===== src/rtl/alu_pkg.sv =====
// Shared op codes, FSM state encoding and helpers
// for the multicycle ALU and its iterative datapath.
package alu_pkg;

    localparam logic [3:0] OP_ADD  = 4'd0;
    localparam logic [3:0] OP_SUB  = 4'd1;
    localparam logic [3:0] OP_AND  = 4'd2;
    localparam logic [3:0] OP_OR   = 4'd3;
    localparam logic [3:0] OP_SRL  = 4'd4;
    localparam logic [3:0] OP_SRA  = 4'd5;
    localparam logic [3:0] OP_SLL  = 4'd6;
    localparam logic [3:0] OP_SLT  = 4'd7;
    localparam logic [3:0] OP_MULU = 4'd8;
    localparam logic [3:0] OP_DIVU = 4'd9;

    typedef enum logic [1:0] {
        ST_IDLE = 2'd0,
        ST_RUN  = 2'd1,
        ST_DONE = 2'd2
    } state_e;

    function automatic logic is_multicycle(input logic [3:0] op);
        return (op == OP_MULU) || (op == OP_DIVU);
    endfunction

endpackage


===== src/rtl/iter_muldiv.sv =====
// Iterative unsigned shift-add multiplier / restoring divider.
// One iteration per step; exposes the post-step lo/hi values.
module iter_muldiv
    import alu_pkg::*;
#(
    parameter int WIDTH = 32
) (
    input  logic             clk,
    input  logic             load,
    input  logic             step,
    input  logic             mode,
    input  logic [WIDTH-1:0] a,
    input  logic [WIDTH-1:0] b,
    output logic [WIDTH-1:0] lo_nxt,
    output logic [WIDTH-1:0] hi_nxt
);

    logic [WIDTH-1:0] lo_q, lo_d;
    logic [WIDTH-1:0] hi_q, hi_d;
    logic [WIDTH-1:0] b_q, b_d;
    logic             mode_q, mode_d;

    logic [WIDTH:0]   sum;
    logic [WIDTH:0]   rem_sh;
    logic [WIDTH-1:0] diff;
    logic             ge;

    // mode 0: {hi,lo} shifts right with the partial sum; mode 1: remainder in hi, quotient fills lo
    always_comb begin
        lo_d   = lo_q;
        hi_d   = hi_q;
        b_d    = b_q;
        mode_d = mode_q;
        sum    = {1'b0, hi_q} + (lo_q[0] ? {1'b0, b_q} : '0);
        rem_sh = {hi_q, lo_q[WIDTH-1]};
        ge     = rem_sh >= {1'b0, b_q};
        diff   = rem_sh[WIDTH-1:0] - b_q;
        if (load) begin
            lo_d   = a;
            hi_d   = '0;
            b_d    = b;
            mode_d = mode;
        end else if (step) begin
            if (!mode_q) begin
                hi_d = sum[WIDTH:1];
                lo_d = {sum[0], lo_q[WIDTH-1:1]};
            end else if (ge) begin
                hi_d = diff;
                lo_d = {lo_q[WIDTH-2:0], 1'b1};
            end else begin
                hi_d = rem_sh[WIDTH-1:0];
                lo_d = {lo_q[WIDTH-2:0], 1'b0};
            end
        end
    end

    assign lo_nxt = lo_d;
    assign hi_nxt = hi_d;

    // datapath registers; cleared by load, so no reset needed
    always_ff @(posedge clk) begin
        lo_q   <= lo_d;
        hi_q   <= hi_d;
        b_q    <= b_d;
        mode_q <= mode_d;
    end

endmodule


===== src/rtl/multicycle_alu.sv =====
// Registered ALU with start/busy/done handshake; single-cycle ops
// finish on the accepting edge, MULU/DIVU iterate WIDTH steps.
module multicycle_alu
    import alu_pkg::*;
#(
    parameter int WIDTH = 32
) (
    input  logic             clk,
    input  logic             reset,
    input  logic             start,
    input  logic [WIDTH-1:0] A,
    input  logic [WIDTH-1:0] B,
    input  logic [3:0]       ALUOp,
    output logic             busy,
    output logic             done,
    output logic [WIDTH-1:0] C,
    output logic [WIDTH-1:0] C_hi
);

    localparam int SHW = $clog2(WIDTH);

    state_e           state_q, state_d;
    logic [SHW-1:0]   cnt_q, cnt_d;
    logic [WIDTH-1:0] c_q, c_d;
    logic [WIDTH-1:0] c_hi_q, c_hi_d;

    logic [WIDTH-1:0] alu_res;
    logic [SHW-1:0]   shamt;
    logic             md_load;
    logic             md_step;
    logic [WIDTH-1:0] md_lo;
    logic [WIDTH-1:0] md_hi;

    assign shamt = B[SHW-1:0];

    // single-cycle result from the live operands
    always_comb begin
        alu_res = '0;
        case (ALUOp)
            OP_ADD: alu_res = A + B;
            OP_SUB: alu_res = A - B;
            OP_AND: alu_res = A & B;
            OP_OR:  alu_res = A | B;
            OP_SRL: alu_res = A >> shamt;
            OP_SRA: alu_res = $unsigned($signed(A) >>> shamt);
            OP_SLL: alu_res = A << shamt;
            OP_SLT: alu_res = {{(WIDTH-1){1'b0}}, $signed(A) < $signed(B)};
            default: alu_res = '0;
        endcase
    end

    // next state, iteration counter and result capture
    always_comb begin
        state_d = state_q;
        cnt_d   = cnt_q;
        c_d     = c_q;
        c_hi_d  = c_hi_q;
        md_load = 1'b0;
        md_step = 1'b0;
        case (state_q)
            ST_IDLE: begin
                if (start) begin
                    if (is_multicycle(ALUOp)) begin
                        md_load = 1'b1;
                        cnt_d   = '0;
                        state_d = ST_RUN;
                    end else begin
                        c_d     = alu_res;
                        c_hi_d  = '0;
                        state_d = ST_DONE;
                    end
                end
            end
            ST_RUN: begin
                md_step = 1'b1;
                cnt_d   = cnt_q + SHW'(1);
                if (cnt_q == SHW'(WIDTH - 1)) begin
                    c_d     = md_lo;
                    c_hi_d  = md_hi;
                    state_d = ST_DONE;
                end
            end
            ST_DONE: state_d = ST_IDLE;
            default: state_d = ST_IDLE;
        endcase
    end

    // state and output registers; reset aborts any operation
    always_ff @(posedge clk) begin
        if (reset) begin
            state_q <= ST_IDLE;
            cnt_q   <= '0;
            c_q     <= '0;
            c_hi_q  <= '0;
        end else begin
            state_q <= state_d;
            cnt_q   <= cnt_d;
            c_q     <= c_d;
            c_hi_q  <= c_hi_d;
        end
    end

    iter_muldiv #(
        .WIDTH (WIDTH)
    ) u_muldiv (
        .clk    (clk),
        .load   (md_load),
        .step   (md_step),
        .mode   (ALUOp == OP_DIVU),
        .a      (A),
        .b      (B),
        .lo_nxt (md_lo),
        .hi_nxt (md_hi)
    );

    assign busy = (state_q != ST_IDLE);
    assign done = (state_q == ST_DONE);
    assign C    = c_q;
    assign C_hi = c_hi_q;

endmodule


===== config.mk =====
export PLATFORM = sky130hd
export DESIGN_NAME = multicycle_alu
export DESIGN_NICKNAME = d
export VERILOG_FILES = /design/src/rtl/alu_pkg.sv /design/src/rtl/iter_muldiv.sv /design/src/rtl/multicycle_alu.sv
export SDC_FILE = /design/constraint.sdc
export NUM_CORES = 1
export LEC_CHECK = 0
export ABC_AREA = 1
export CORE_MARGIN = 3
export CORE_UTILIZATION = 45
export DETAILED_ROUTE_END_ITERATION = 12
export DONT_BUFFER_PORTS = 1
export HOLD_SLACK_MARGIN = 0.03
export PLACE_DENSITY = 0.68
export SLEW_MARGIN = 5
export SYNTH_ARGS = -nofsm -noshare
export SYNTH_HDL_FRONTEND = slang
export SYNTH_SLANG_ARGS = --single-unit
export TNS_END_PERCENT = 50

===== constraint.sdc =====
create_clock -name clk -period 5.9 [get_ports clk]
set_input_delay 0.59 -clock clk [delete_from_list [all_inputs] [get_ports clk]]
set_output_delay 0.59 -clock clk [all_outputs]
set_load 0.02 [all_outputs]

==> metrics.md <==
| Metric | Value |
|---|---|
| Outcome | completed |
| Starting density of the core | a little under half |
| CP Launch Type | flop |
| Hold Fails Final Rpt | 0 |
| Num CTS Buffers | 17 |
| Tmin final | about 3.4 ns |
| Initial antenna violation count | 3 |
| Critical Path End | u_muldiv.hi_q[2]$_DFF_P_ |
| Pre-CTS WS | about 2.4 ns |
| Drt initial violations | 3106 |
| Drt wl/cell | ~24 µm |
| #FFs+latches synth | between 150 and 200 |
| Worst-Skew Late Latency | between 0.5 and 0.6 ns |
| Final slew viol count | 0 |
| Synth Cell Area | 21350 µm² |
| FMAX | approximately 300 MHz |
| Overflow after GRT | 0 |
| Area Overhead vs Synth | 4.203% |
| Post-DRT Antenna Nets | 0 |
| R2R cell count | 13 |
| Synthesized Nets | around 4000 |
| Die W | about 220 µm |
| Reg area | 3694 µm² |
| Slew HR | between 20% and 30% |
| DRC viols | 0 |
| Count of cell types in the netlist | 56 |
| CP required | approximately 6.3 ns |
| Drt pass-1 iters | 8 |
| Largest family of logic cells by synthesized area | simple AND/OR/NAND/NOR gates |
| CP Class | flop to flop |
| Crit path launch | u_muldiv.b_q[1]$_DFFE_PP_ |
| H-tree levels | 4 |
| Sequential area share after synthesis | about 17% |
| Core footprint | 46650 µm² |
| Post-synth EDFFs | 33 |
| Most common cell after layout, fill and taps aside | nand2_1 |
| Multi-input gate area in the final layout | 15230 µm² |
| Max_cap viols | 0 |
| # setup viols final | 0 |
| Ys Warns | 0 |
| Final period util | a little under three fifths |
| CTS clk-pin slew, worst paths | 0.10 ns |
| Most frequent cells in the layout | 1163 x nand2_1, 459 x inv_1, 350 x nand3_1 |
| Reg-to-reg startpoint | u_muldiv.b_q[1]$_DFFE_PP_ |
| Worst IR Drop VDD | roughly 250 µV |
| Post-CTS setup buffer count | 0 |
| Hpwl dp | just over 80000 µm |
| Synth Area in Simple Gates | between 30% and 40% |
| Clk sinks | between 150 and 200 |
| Clock Path Buffers | 2 |
| Worst Setup Slack, final | 2.506 ns |
| Rows | between 70 and 80 |
| Die Ht | around 220 µm |
| Vias in the first global route | between 20000 and 25000 |
| Post_cts resized | 0 |
| Vias per std cell | between 6 and 7 |
| Syn Area/Cell | 5.614 µm² |
| CP Capture Type | flop |
| Largest net degree at the start of global routing | 82 |
| CTS tree | built |
| Fin Clk Skew | roughly 0.027 ns |
| I/O Pins | around 140 |
| FILL cells | about 5300 |
| CTS root buffer | clkbuf_16 |
| GRT Total Usage | between 30% and 40% |
| Pwr Density | 277.1 nW/µm² |
| First-pass GRT wire length | roughly 150000 µm |
| Share of cells above drive strength 1 | 3.001% |
| Mux contribution to synthesized area | less than 1% |
| Compound-Gate Fraction of Synth Area | approximately a fifth |
| Gate count after technology mapping | roughly 3800 |
| Routed WL | 102700 µm |
| Cts hold-fix bufs | 0 |
| Most used flip-flop cell after synthesis | dfxtp_1 |
| Reg2reg end | u_muldiv.hi_q[2]$_DFF_P_ |
| Critical Path Fanout Max | 40 |
| Ys async rst share | 0% |
| Hold crit path type | input port to flop |
| Die area | between 50000 and 60000 µm² |
| Unrepaired setup endpoints after global routing | no |
| Area share of fa/ha/maj cells after synthesis | 10.93% |
| Crit path DAT | ~3.8 ns |
| Actual slew at the worst max-slew pin | 1.081 ns |
| IO Port Bufs | 0 |
| R2R Setup Slk | 2.51 ns |
| Leakage power | ~11 nW |
| Final nets | between 3000 and 4000 |
| Gpl congestion | between 1 and 1.5 |
| DR vias | 25853 |
| XOR/XNOR Fraction of Synth Area | less than 1% |
| TNS Setup | 0 ns |
[cell type report]
type,count,area share [%]
Inverter,469,7.915
Antenna cell,1,0.01125
Timing Repair Buffer,24,0.8100
Clock buffer,18,1.974
Multi-Input combinational cell,3006,68.49
Tap cell,607,3.415
Clock inverter,14,0.7819
Sequential cell,168,16.61
[metal layers]
layer	vias up	routed length, µm	global-route usage [%]
met1	11843	39340	48.58
met2	1434	44740	62.73
met4	4	9078	29.63
li1	12216	-	-
met3	356	9536	7.719
met5	-	23	0
[synth_stat cells, types with 33 or more instances]
library cell | count | area share, %
nand2_1 | 1165 | 20
inv_1 | 460 | 8.1
nand3_1 | 351 | 8.2
a21oi_1 | 333 | 7.8
nor2_1 | 322 | 5.7
o21ai_0 | 309 | 7.2
ha_1 | 180 | 11
dfxtp_1 | 135 | 13
clkbuf_1 | 96 | 1.7
nand4_1 | 56 | 1.6
nor3_1 | 44 | 1.0
buf_2 | 37 | 0.87
edfxtp_1 | 33 | 4.6
[metrics by stage]
| step | utilization (%) | area, µm² | std cells | total power (W) | hold WS (ns) |
|---|---|---|---|---|---|
| global route | 47.67 | 22240 | 4306 | 0.006617 | 0.1295 |
| global placement | 46.36 | 21630 | 4274 | 0.004843 | 0.4481 |
| floorplan | - | 21350 | 3802 | 0.003959 | 0.4446 |
| finish | 47.67 | 22240 | 4307 | 0.006164 | 0.1532 |
| detailed placement | 46.36 | 21630 | 4274 | 0.004837 | 0.4557 |
| CTS | 47.67 | 22240 | 4306 | 0.006064 | 0.1289 |
[worst min path at each step]
stage	from	endpoint	cells past startpoint
floorplan	cnt_q[4]$_SDFFE_PP0P_	cnt_q[4]$_SDFFE_PP0P_	2
global placement	cnt_q[4]$_SDFFE_PP0P_	cnt_q[4]$_SDFFE_PP0P_	2
global route	reset	C_hi[31]$_SDFFE_PP0P_	1
CTS	reset	C_hi[31]$_SDFFE_PP0P_	1
detailed placement	cnt_q[4]$_SDFFE_PP0P_	cnt_q[4]$_SDFFE_PP0P_	2
finish	reset	C_hi[31]$_SDFFE_PP0P_	1
[state kept, by name, indices dropped and copies added (netlist names)]
| name | cells |
|---|---|
| u_muldiv.b_q | 32 |
| u_muldiv.hi_q | 32 |
| u_muldiv.mode_q | 1 |
| C_hi | 32 |
| u_muldiv.lo_q | 32 |
| state_q | 2 |
| C | 32 |
| cnt_q | 5 |
[power by group]
group	switching [W]	total [W]	internal, W	leakage (nW)
logic	0.00228	0.00334	0.00105	9.24
clock network	0.000639	0.00123	0.000588	0.297
registers	0.000244	0.00160	0.00136	1.41
total	0.00317	0.00616	0.00300	10.9
[logic make-up (layout without fill, tap and decap cells)]
kind of cell             after synthesis  after routing
multiplexers                           6              6
flip-flops                           168            168
adder cells (fa/ha/maj)              184            184
buffers and inverters                628            525
XOR/XNOR                              17             17
AO/OA/AOI/OAI                        782            782
other                                  0              1
AND/OR/NAND/NOR                     2017           2017
[worst max-delay path: stages, from the launching register on]
cell and delay (ns):
edfxtp_1 0.56, inv_1 0.15, ha_1 0.38, nand3b_1 0.11
nor2_1 0.04, nand3_1 0.11, nand3_2 0.10, nor2_4 0.39
nand2_4 0.41, nand2_1 0.15, o21ai_1 0.08, o21bai_1 0.49
o21ai_0 0.18, nor2_1 0.11
(Power assumes the default switching activity.)
